File: src/rtl/uart_led_cmd_pkg.sv
// Shared definitions for the UART LED command parser: ASCII constants,
// FSM state encodings, the response payload and ASCII<->nibble helpers.
package uart_led_cmd_pkg;

  localparam int unsigned BYTE_W = 8;
  localparam int unsigned NIB_W  = 4;

  localparam logic [BYTE_W-1:0] ASC_R  = 8'h52;
  localparam logic [BYTE_W-1:0] ASC_G  = 8'h47;
  localparam logic [BYTE_W-1:0] ASC_B  = 8'h42;
  localparam logic [BYTE_W-1:0] ASC_Q  = 8'h51;
  localparam logic [BYTE_W-1:0] ASC_K  = 8'h4B;
  localparam logic [BYTE_W-1:0] ASC_E  = 8'h45;
  localparam logic [BYTE_W-1:0] ASC_CR = 8'h0D;
  localparam logic [BYTE_W-1:0] ASC_LF = 8'h0A;

  // Command parser states
  typedef enum logic [2:0] {
    PS_IDLE,
    PS_GET_H,
    PS_GET_L,
    PS_GET_CR,
    PS_Q_CH,
    PS_Q_CR,
    PS_RESP
  } parse_state_e;

  // Response sender states
  typedef enum logic [1:0] {
    SS_IDLE,
    SS_WAIT_HI,
    SS_WAIT_LO
  } send_state_e;

  typedef enum logic [1:0] {
    CH_R,
    CH_G,
    CH_B
  } chan_e;

  // Up-to-two-byte response handed from parser to sender
  typedef struct packed {
    logic              two;
    logic [BYTE_W-1:0] byte1;
    logic [BYTE_W-1:0] byte0;
  } resp_t;

  function automatic logic is_hex(input logic [BYTE_W-1:0] c);
    return ((c >= 8'h30) && (c <= 8'h39)) ||
           ((c >= 8'h41) && (c <= 8'h46)) ||
           ((c >= 8'h61) && (c <= 8'h66));
  endfunction

  // Only meaningful when is_hex(c) holds
  function automatic logic [NIB_W-1:0] hex2nib(input logic [BYTE_W-1:0] c);
    logic [NIB_W-1:0] n;
    if (c <= 8'h39)      n = NIB_W'(c - 8'h30);
    else if (c <= 8'h46) n = NIB_W'(c - 8'h37);
    else                 n = NIB_W'(c - 8'h57);
    return n;
  endfunction

  // Uppercase ASCII hex digit
  function automatic logic [BYTE_W-1:0] nib2hex(input logic [NIB_W-1:0] n);
    return (n < 4'd10) ? (8'h30 + BYTE_W'(n)) : (8'h37 + BYTE_W'(n));
  endfunction

  function automatic logic is_chan(input logic [BYTE_W-1:0] c);
    return (c == ASC_R) || (c == ASC_G) || (c == ASC_B);
  endfunction

  function automatic chan_e chan_of(input logic [BYTE_W-1:0] c);
    chan_e ch;
    unique case (c)
      ASC_G:   ch = CH_G;
      ASC_B:   ch = CH_B;
      default: ch = CH_R;
    endcase
    return ch;
  endfunction

  function automatic resp_t resp_one(input logic [BYTE_W-1:0] b);
    resp_t r;
    r.two   = 1'b0;
    r.byte1 = '0;
    r.byte0 = b;
    return r;
  endfunction

  function automatic resp_t resp_two(input logic [BYTE_W-1:0] b0,
                                     input logic [BYTE_W-1:0] b1);
    resp_t r;
    r.two   = 1'b1;
    r.byte1 = b1;
    r.byte0 = b0;
    return r;
  endfunction

endpackage

File: src/rtl/uart_led_cmd_resp_sender.sv
// Response sender: buffers a 1- or 2-byte response and paces it into the
// UART transmitter with a start / busy-high / busy-low handshake per byte.
// Ports:
//   CLK, RST_N  clock, async active-low reset
//   load        one-cycle request carrying resp (accepted only when idle)
//   resp        response payload
//   tx_busy     transmitter busy flag
//   tx_start    one-cycle start pulse (registered)
//   tx_data     byte being transmitted (registered, held until next start)
//   done_c      last byte's busy fell this cycle
module uart_led_cmd_resp_sender
  import uart_led_cmd_pkg::*;
(
  input  logic              CLK,
  input  logic              RST_N,
  input  logic              load,
  input  resp_t             resp,
  input  logic              tx_busy,
  output logic              tx_start,
  output logic [BYTE_W-1:0] tx_data,
  output logic              done_c
);

  send_state_e       state_q, state_d;
  logic              tx_start_d;
  logic [BYTE_W-1:0] tx_data_d;
  logic [BYTE_W-1:0] pend_q, pend_d;
  logic              more_q, more_d;

  // State and registered outputs
  always_ff @(posedge CLK or negedge RST_N) begin
    if (!RST_N) begin
      state_q  <= SS_IDLE;
      tx_start <= 1'b0;
      tx_data  <= '0;
      pend_q   <= '0;
      more_q   <= 1'b0;
    end else begin
      state_q  <= state_d;
      tx_start <= tx_start_d;
      tx_data  <= tx_data_d;
      pend_q   <= pend_d;
      more_q   <= more_d;
    end
  end

  // Handshake sequencing
  always_comb begin
    state_d    = state_q;
    tx_start_d = 1'b0;
    tx_data_d  = tx_data;
    pend_d     = pend_q;
    more_d     = more_q;
    done_c     = 1'b0;
    unique case (state_q)
      SS_IDLE: begin
        if (load) begin
          tx_start_d = 1'b1;
          tx_data_d  = resp.byte0;
          pend_d     = resp.byte1;
          more_d     = resp.two;
          state_d    = SS_WAIT_HI;
        end
      end
      SS_WAIT_HI: begin
        if (tx_busy) state_d = SS_WAIT_LO;
      end
      SS_WAIT_LO: begin
        if (!tx_busy) begin
          if (more_q) begin
            tx_start_d = 1'b1;
            tx_data_d  = pend_q;
            more_d     = 1'b0;
            state_d    = SS_WAIT_HI;
          end else begin
            done_c  = 1'b1;
            state_d = SS_IDLE;
          end
        end
      end
      default: state_d = SS_IDLE;
    endcase
  end

endmodule

File: src/rtl/uart_led_cmd.sv
// UART LED command parser. Accepts "<ch><hexH><hexL>CR" to set an RGB PWM
// step and "Q<ch>CR" to read one back; answers 'K', 'E' or two hex digits.
// Ports:
//   CLK, RST_N                  clock, async active-low reset
//   rx_data_i, rx_valid_i       received byte and its one-cycle strobe
//   tx_data_o, tx_start_o       response byte and start pulse
//   tx_busy_i                   transmitter busy
//   red/green/blue_step_o       PWM duty registers
module uart_led_cmd
  import uart_led_cmd_pkg::*;
#(
  parameter int unsigned TIMEOUT_CYC = 2500000
)
(
  input  logic              CLK,
  input  logic              RST_N,
  input  logic [BYTE_W-1:0] rx_data_i,
  input  logic              rx_valid_i,
  output logic [BYTE_W-1:0] tx_data_o,
  output logic              tx_start_o,
  input  logic              tx_busy_i,
  output logic [BYTE_W-1:0] red_step_o,
  output logic [BYTE_W-1:0] green_step_o,
  output logic [BYTE_W-1:0] blue_step_o
);

  localparam int unsigned TMO_W = (TIMEOUT_CYC > 1) ? $clog2(TIMEOUT_CYC) : 1;

  parse_state_e      state_q, state_d;
  chan_e             chan_q, chan_d;
  logic [NIB_W-1:0]  nib_h_q, nib_h_d;
  logic [NIB_W-1:0]  nib_l_q, nib_l_d;
  logic [TMO_W-1:0]  tmo_q, tmo_d;
  logic [BYTE_W-1:0] red_d, green_d, blue_d;
  logic [BYTE_W-1:0] sel_step_c;
  logic              in_cmd_c;
  logic              tmo_hit_c;
  logic              load_c;
  resp_t             resp_c;
  logic              done_c;

  // State, latches, timeout counter and step registers
  always_ff @(posedge CLK or negedge RST_N) begin
    if (!RST_N) begin
      state_q      <= PS_IDLE;
      chan_q       <= CH_R;
      nib_h_q      <= '0;
      nib_l_q      <= '0;
      tmo_q        <= '0;
      red_step_o   <= '0;
      green_step_o <= '0;
      blue_step_o  <= '0;
    end else begin
      state_q      <= state_d;
      chan_q       <= chan_d;
      nib_h_q      <= nib_h_d;
      nib_l_q      <= nib_l_d;
      tmo_q        <= tmo_d;
      red_step_o   <= red_d;
      green_step_o <= green_d;
      blue_step_o  <= blue_d;
    end
  end

  // Step value of the latched channel, for queries
  always_comb begin
    sel_step_c = red_step_o;
    unique case (chan_q)
      CH_G:    sel_step_c = green_step_o;
      CH_B:    sel_step_c = blue_step_o;
      default: sel_step_c = red_step_o;
    endcase
  end

  assign in_cmd_c  = state_q inside {PS_GET_H, PS_GET_L, PS_GET_CR, PS_Q_CH, PS_Q_CR};
  assign tmo_hit_c = (tmo_q == TMO_W'(TIMEOUT_CYC - 1));

  // Parser next state; any unexpected byte inside a command answers 'E'
  always_comb begin
    state_d = state_q;
    chan_d  = chan_q;
    nib_h_d = nib_h_q;
    nib_l_d = nib_l_q;
    tmo_d   = '0;
    red_d   = red_step_o;
    green_d = green_step_o;
    blue_d  = blue_step_o;
    load_c  = 1'b0;
    resp_c  = resp_one(ASC_E);

    // Counts idle cycles inside a command; a byte always restarts it
    if (in_cmd_c && !rx_valid_i && !tmo_hit_c) tmo_d = tmo_q + TMO_W'(1);

    unique case (state_q)
      PS_IDLE: begin
        if (rx_valid_i) begin
          if (is_chan(rx_data_i)) begin
            chan_d  = chan_of(rx_data_i);
            state_d = PS_GET_H;
          end else if (rx_data_i == ASC_Q) begin
            state_d = PS_Q_CH;
          end else if ((rx_data_i != ASC_CR) && (rx_data_i != ASC_LF)) begin
            load_c  = 1'b1;
            state_d = PS_RESP;
          end
        end
      end
      PS_GET_H: begin
        if (rx_valid_i) begin
          if (is_hex(rx_data_i)) begin
            nib_h_d = hex2nib(rx_data_i);
            state_d = PS_GET_L;
          end else begin
            load_c  = 1'b1;
            state_d = PS_RESP;
          end
        end
      end
      PS_GET_L: begin
        if (rx_valid_i) begin
          if (is_hex(rx_data_i)) begin
            nib_l_d = hex2nib(rx_data_i);
            state_d = PS_GET_CR;
          end else begin
            load_c  = 1'b1;
            state_d = PS_RESP;
          end
        end
      end
      PS_GET_CR: begin
        if (rx_valid_i) begin
          load_c  = 1'b1;
          state_d = PS_RESP;
          if (rx_data_i == ASC_CR) begin
            resp_c = resp_one(ASC_K);
            unique case (chan_q)
              CH_G:    green_d = {nib_h_q, nib_l_q};
              CH_B:    blue_d  = {nib_h_q, nib_l_q};
              default: red_d   = {nib_h_q, nib_l_q};
            endcase
          end
        end
      end
      PS_Q_CH: begin
        if (rx_valid_i) begin
          if (is_chan(rx_data_i)) begin
            chan_d  = chan_of(rx_data_i);
            state_d = PS_Q_CR;
          end else begin
            load_c  = 1'b1;
            state_d = PS_RESP;
          end
        end
      end
      PS_Q_CR: begin
        if (rx_valid_i) begin
          load_c  = 1'b1;
          state_d = PS_RESP;
          if (rx_data_i == ASC_CR) begin
            resp_c = resp_two(nib2hex(sel_step_c[7:4]), nib2hex(sel_step_c[3:0]));
          end
        end
      end
      PS_RESP: begin
        // Incoming bytes are dropped until the sender finishes
        if (done_c) state_d = PS_IDLE;
      end
      default: state_d = PS_IDLE;
    endcase

    // A byte landing on the expiry cycle wins over the timeout
    if (in_cmd_c && !rx_valid_i && tmo_hit_c) state_d = PS_IDLE;
  end

  uart_led_cmd_resp_sender u_resp_sender (
    .CLK      (CLK),
    .RST_N    (RST_N),
    .load     (load_c),
    .resp     (resp_c),
    .tx_busy  (tx_busy_i),
    .tx_start (tx_start_o),
    .tx_data  (tx_data_o),
    .done_c   (done_c)
  );

endmodule

File: config.mk
export PLATFORM = sky130hd
export DESIGN_NAME = uart_led_cmd
export DESIGN_NICKNAME = d
export VERILOG_FILES = /design/src/rtl/uart_led_cmd_pkg.sv /design/src/rtl/uart_led_cmd_resp_sender.sv /design/src/rtl/uart_led_cmd.sv
export SDC_FILE = /design/constraint.sdc
export NUM_CORES = 1
export LEC_CHECK = 0
export ABC_AREA = 1
export BUFFER_PORTS_ARGS = -buffer_cell sky130_fd_sc_hd__buf_2
export CAP_MARGIN = 20
export CELL_PAD_IN_SITES_DETAIL_PLACEMENT = 0
export CELL_PAD_IN_SITES_GLOBAL_PLACEMENT = 2
export CORE_MARGIN = 3
export CORE_UTILIZATION = 37
export DETAILED_ROUTE_END_ITERATION = 7
export GPL_ROUTABILITY_DRIVEN = 0
export PLACE_DENSITY_LB_ADDON = 0.1
export SYNTH_ARGS = -nofsm -noshare
export SYNTH_HDL_FRONTEND = slang
export SYNTH_SLANG_ARGS = --single-unit
File: constraint.sdc
create_clock -name CLK -period 4.5 [get_ports CLK]
set_clock_uncertainty 0.15 [all_clocks]
set_input_delay 0.9 -clock CLK [delete_from_list [all_inputs] [get_ports CLK]]
set_output_delay 0.9 -clock CLK [all_outputs]
set_load 0.02 [all_outputs]
==> out/metrics.cfg, run 1 <==
[outcome]
status=finished clean

[cts]
cts_resized=0
cts_sinks=77
path_clk_slew_ns=0.06
cts_tree=built
h-tree-depth=3
cts_setup_buffers=0
root_buffer=clkbuf_16
numCtsBuffers=9
clk_latency_ns=0.34
holdBufCountCts=0
clk_path_buf_depth=2

[power_and_ir_drop]
finalPower_mw=2.019
powerDensity_mw_per_mm2=411.4
p_leak_nw=2.357
ir_worst_vdd_v=0.0002567

[synth]
synthTopCellsByArea=dfrtp_1 (45%), nand2_1 (14%), nand3_1 (5.5%), inv_1 (5.2%), nor2_1 (4.8%)
yosysSeqAreaShare_pct=45.21
syn_area_mm2=0.004262
syn_inst=560
synth_top_area_share_pct=45.21
ys_ff_latch=77
async_flop_share_pct=100.0
synth_top_cells_by_count=nand2_1 (155), dfrtp_1 (77), inv_1 (59), nor2_1 (54), nand3_1 (47)
synth_ff_type=dfrtp_1
syn_avg_cell_area_um2=7.610
yosys_warnings=0
yosysMostFrequentCell=nand2_1
synth_edf_count=0
synthDistinctLibCells=38
synth_nets=581
synth_area_leader_cell=dfrtp_1

[drt]
wirelength_mm=10.86
drtIter0Drc=257
drtPass1Iterations=4
drc=0
vias=3757
ant_nets=0
via_per_inst=5.023
drt-wirelength-per-cell_um=14.52

[timing]
relSlewSlack_pct=43.76
setup_viol=0
fmax_ghz=0.4017
slew_violations=0
hold_viol_final=0
fin_tns_setup_ns=0
tightest_slew_ns=0.8413
grt_setup_unrepaired=false
fin_crit_sh_pct=55.31
period_minus_slack_ns=2.489

[global_routing]
grt_overflow=0
grt_usage_pct=18.04
antenna_found_initial=0
grt_first_pass_wirelength_mm=18.55
grt_max_degree=78
grt_pass1_vias=3658

[floorplanning]
rows=38
pin_count=45
fp.dieH_um=113.3
die_area_mm2=0.01284
die_w_um=113.3
design.core.area_mm2=0.01103
start_util_pct=38.63

[finish]
multi_input_area_mm2=0.002021
fin_cells=748
fillers=1146
syn_to_final_growth_pct=15.18
seq_area_mm2=0.001927
diodes=0
drive_gt1_share_pct=13.32
finalNetCount=624

[place]
dp.cells=731
portBuffers=43
dp_hpwl_mm=7.946

[setup_path]
r2r-end=tmo_q[14]
cp-end-kind=register
cp_max_fo=8
worst_setup_path_start_kind=input port
r2r_slack_ns=2.03
cp.arrival_ns=2.57
crit_type=in2reg
rr_startpoint=tmo_q[0]
reg2reg_depth=8
critPathRequiredTime_ns=4.58

[worst_hold_path]
hp-class=in2async

[flow_run]
maxCapViolations=0

==> cell usage in the layout (no fill, tap or decap), types with 2 or more instances in the layout <==
master       n
o21ai_2      2
nor3_1      16
o21ai_0     13
a211oi_1     2
ha_1         9
nand2_1    155
inv_2        4
buf_2       42
nand4_1     11
nand3_1     47
nor2_1      54
clkbuf_1     2
clkbuf_16    9
dfrtp_1     77
nor4_1       4
o21ai_1     35
o21a_1       3
a21oi_1     14
nor3b_1      5
nor3_2       2
nor2_2       3
inv_1       59
xor2_1       8
nand2_2      5
mux2_2       2
clkbuf_8     2
xnor2_1      3
o211ai_1     4
==> critical path: stages <==
cell and delay, ns:
buf_2 0.12, inv_1 0.09, ha_1 0.22, nand3_1 0.12, nor2_1 0.21, nand2_1 0.16, nor2_4 0.19, inv_1 0.09
nor2_1 0.13, o21ai_1 0.12, o21a_1 0.12, nand2_1 0.06, nand2_1 0.04
==> through the flow <==
step	area (µm²)	setup WS, ns	util, %	hold slack [ns]
after floorplan	4262	2.117	-	0.2829
after global placement	4577	1.703	41.49	0.3028
after detailed placement	4577	1.648	41.49	0.3088
after CTS	4881	1.998	44.25	0.3206
after global routing	4908	1.754	44.50	0.2746
final	4908	2.011	44.50	0.2689
==> sequential cells by signal, summed over array words and instances (netlist names) <==
| register | flops |
|---|---|
| state_q | 3 |
| u_resp_sender.pend_q | 7 |
| u_resp_sender.more_q | 1 |
| green_step_o | 8 |
| u_resp_sender.state_q | 2 |
| u_resp_sender.tx_start | 1 |
| nib_l_q | 4 |
| nib_h_q | 4 |
| chan_q | 2 |
| blue_step_o | 8 |
| tmo_q | 22 |
| u_resp_sender.tx_data | 7 |
| red_step_o | 8 |
==> where the power goes <==
| part | leakage [nW] | switching (mW) | internal, mW |
|---|---|---|---|
| Combinational | 1.16 | 0.324 | 0.137 |
| Sequential | 1.05 | 0.0460 | 0.761 |
| Clock | 0.150 | 0.291 | 0.461 |
==> layer usage <==
layer	wire length, µm	share of wire (%)	up-vias	global-route usage [%]
met5	0	0	-	0
met4	84	0.77	0	4.808
met3	501	4.6	6	4.225
met2	4936	45	81	28.08
met1	5336	49	1767	25.34
li1	-	-	1903	-
==> area by class of cell <==
class                      instances  share of cell area, %
tap                              140                  3.569
inverter                          63                  4.818
clock inverter                     3                 0.8922
multi-input combinational        408                  41.17
clock buffer                      13                  5.302
timing repair buffer              44                  4.996
sequential                        77                  39.26
==> how the worst max path moves through the flow <==
stage	from	endpoint	depth (start not counted)
final	rx_data_i[1]	u_resp_sender.tx_data[6]	13
after global routing	chan_q[0]	u_resp_sender.tx_data[2]	12
after CTS	tmo_q[0]	tmo_q[14]	8
after detailed placement	rx_data_i[1]	u_resp_sender.tx_data[6]	13
after global placement	rx_data_i[1]	u_resp_sender.tx_data[6]	13
after floorplan	rx_data_i[1]	u_resp_sender.tx_data[6]	12
==> cells by family after synthesis <==
group	Yosys count	synth area share [%]
XOR/XNOR	11	2.261
adder cells (fa/ha/maj)	9	2.642
other	1	0.08800
flip-flops	77	45.21
buffers and inverters	75	7.369
multiplexers	2	0.5284
AND/OR/NAND/NOR	310	32.27
AO/OA/AOI/OAI	75	9.630
Power figures use the tool's default switching activity.
==> run 2, diff against run 1 <==
ABC_AREA = 0   (was 1)
CORE_UTILIZATION = 34   (was 37)
clock period = 2.2 ns   (was 4.5 ns; I/O delays follow)
==> run 2 against run 1 <==
The run now ends with negative setup slack left. Global-route usage shrank 0.81 points. Register-to-register slack lost 2.1 ns. Largest power group unchanged. Combinational power grew to 3.1 times the previous value. Total power grew 130%. Cell area grew 20%. Wire length shrank 2.1%. Die area grew 4.1%. Synthesized cell count shrank 29%. Clock power grew 120%.
==> out/metrics.cfg, run 2 <==
[outcome]
status=complete, but fails checks
violations=negative setup slack

[finish]
final_common_cell=dfrtp_1
finalNetCount=545
fillers=1101
largest-register=tmo_q
final_cell_mix=dfrtp_1 (77), buf_4 (75), nor2_1 (40)
syn_to_final_growth_pct=44.51
drive_gt1_share_pct=44.80
diodes=0
largest_reg_flops=22
fin_cells=672
seq_area_mm2=0.001927
multi_input_area_mm2=0.002420
design_area_mm2=0.005907

[global_routing]
grt_first_pass_wirelength_mm=17.95
grt_usage_pct=17.23
grt_max_degree=48
grt_overflow=0
grt_pass1_vias=3474
antenna_found_initial=0

[drt]
wirelength_mm=10.63
drtIter0Drc=114
vias=3407
drtPass1Iterations=4
drt-wirelength-per-cell_um=15.82
drc=0
ant_nets=0
via_per_inst=5.070

[floorplanning]
die_w_um=115.6
start_util_pct=35.35
design.core.area_mm2=0.01156
rows=39
pin_count=45
fp.dieH_um=115.6
die_area_mm2=0.01337

[setup_path]
worst-path-stages=7
r2r_slack_ns=-0.06
crit_type=in2reg
cp-end-kind=register
worstPathCellList=buf_6 > or4_4 > or3_4 > a21o_1 > a32o_2 > a21oi_4 > mux2_4
reg2reg_depth=9
rr_startpoint=chan_q[0]
cpPeakStageDelay_ns=0.52
r2r-end=u_resp_sender.tx_data[2]
cp_top_family=simple AND/OR/NAND/NOR gates
cp-endpoint=u_resp_sender.tx_data[2]
critPathRequiredTime_ns=2.28
slowest_stage=or4_4
crit_buf_inv=1
worst_setup_path_start_kind=input port
cp_max_fo=4
cp.arrival_ns=2.39
crit_start=rx_data_i[4]

[synth]
yosys_warnings=0
syn_area_mm2=0.004088
synth_ff_type=dfrtp_1
synthMuxAreaShare_pct=13.84
synth_nets=419
yosys.area_share.simple_pct=17.72
synth-xor-area-share_pct=5.571
synth_top_cells_by_count=dfrtp_1 (77), nor2_1 (42), mux2_2 (40), nand2_1 (32), nand3_1 (18)
syn_inst=398
synth_edf_count=0
yosysMostFrequentCell=dfrtp_1
synth_adder_area_share_pct=2.755
ys_ff_latch=77
synth_area_leader_cell=dfrtp_1
yosysSeqAreaShare_pct=47.14
syn_avg_cell_area_um2=10.27
async_flop_share_pct=100.0
synth_top_area_share_pct=47.14
synthDistinctLibCells=51
synthTopCellsByArea=dfrtp_1 (47%), mux2_2 (11%), nor2_1 (3.9%), xor2_1 (3.0%), nand2_1 (2.9%)
synth-compound-area-share_pct=9.979
synth_top_family_by_area=simple AND/OR/NAND/NOR gates

[cts]
h-tree-depth=3
clk_path_buf_depth=2
cts_tree=built
numCtsBuffers=9
root_buffer=clkbuf_16
path_clk_slew_ns=0.06
cts_sinks=77
clk_latency_ns=0.34

[power_and_ir_drop]
p_leak_nw=2.762
p_comb_share_pct=30.1
p_sw_share_pct=31.23
pwr-share-clk_pct=34.3
powerDensity_mw_per_mm2=801.2
finalPower_mw=4.733
p_int_mw=3.255
seqPwrFrac_pct=35.6
p_switching_mw=1.478
ir_worst_vdd_v=0.0004823

[worst_hold_path]
worstHoldStart=tx_busy_i
hp-class=in2reg

[place]
dp_hpwl_mm=7.840
placed_area_mm2=0.005085
dp.cells=642
portBuffers=43

[timing]
layout_setup_ws_ns=-0.1077
fin_tns_setup_ns=-0.7759
slew_violations=0
setup_viol=13
tightest_slew_ns=0.5213
grt_setup_unrepaired=true
fin_crit_sh_pct=104.9
fmax_ghz=0.4333
hold_viol_final=0
relSlewSlack_pct=65.18
period_minus_slack_ns=2.308

[flow_run]
maxCapViolations=0

## run 2: changes by cell type in the layout (fill, tap and decap cells not counted), sizes merged, moves of 29 or more
cell	delta
nand2	-129
buf	+83
inv	-46
mux2	+41
o21ai	-37
nand3	-29
## run 2: area by class of cell
type | count | share of cell area (%)
repair buffers | 129 | 16.56
clock buffers | 11 | 4.109
multi-input cells | 291 | 40.97
well taps | 143 | 3.029
flip-flops and latches | 77 | 32.62
inverters | 16 | 1.313
clock inverters | 5 | 1.398
## run 2: cells by family after synthesis
family	count (synthesis)
compound gates	60
buf+inv	30
mux	50
fa+ha+maj	9
other cells	1
simple gates	145
flops	77
xor+xnor	26
## run 2: how the worst min path moves through the flow
stage | cells after the start | end
after detailed placement | 1 | tmo_q[17]
after global placement | 1 | tmo_q[17]
after CTS | 2 | u_resp_sender.state_q[0]
after floorplan | 0 | blue_step_o[0]
final | 2 | u_resp_sender.state_q[0]
after global routing | 2 | u_resp_sender.state_q[1]
## run 2: worst reg2reg max path: cells and delay by family (launching register included)
family | cells | cell delay [ns]
multiplexers | 2 | 0.46
adder cells (fa/ha/maj) | 2 | 0.37
buffers and inverters | 1 | 0.13
AND/OR/NAND/NOR | 2 | 0.24
AO/OA/AOI/OAI | 2 | 0.41
flip-flops | 1 | 0.40
## run 2: power groups by stage
stage	logic (mW)	registers, mW	clock network, mW
CTS	1.30	1.69	1.67
detailed placement	1.21	1.71	0
global route	1.58	1.70	1.72
finish	1.43	1.69	1.62
floorplan	0.701	1.72	0
global placement	1.19	1.71	0
## run 2: repair_timing
action	CTS	global route
resized for setup	36	40
hold buffers	1	0
pin swaps	11	22
endpoints found under the hold margin	30	0
setup endpoints to repair	20	64
cloned	0	1
setup buffers	7	6
## run 2: layer usage
metal | wire length (µm) | global-route usage [%]
met3 | 373 | 4.648
met4 | 193 | 6.651
met2 | 5040 | 26.70
met5 | 0 | 0
met1 | 5026 | 23.09
## run 2: stage by stage
step,utilization (%),hold WS [ns],worst slack (ns)
2_1_floorplan,-,-0.005591,-0.3718
3_3_place_gp,43.97,0.2597,-0.5020
3_5_place_dp,43.97,0.2594,-0.4988
4_1_cts,48.75,0.1907,-0.1005
5_1_grt,51.08,0.2168,-0.1795
6_report,51.08,0.2016,-0.1077
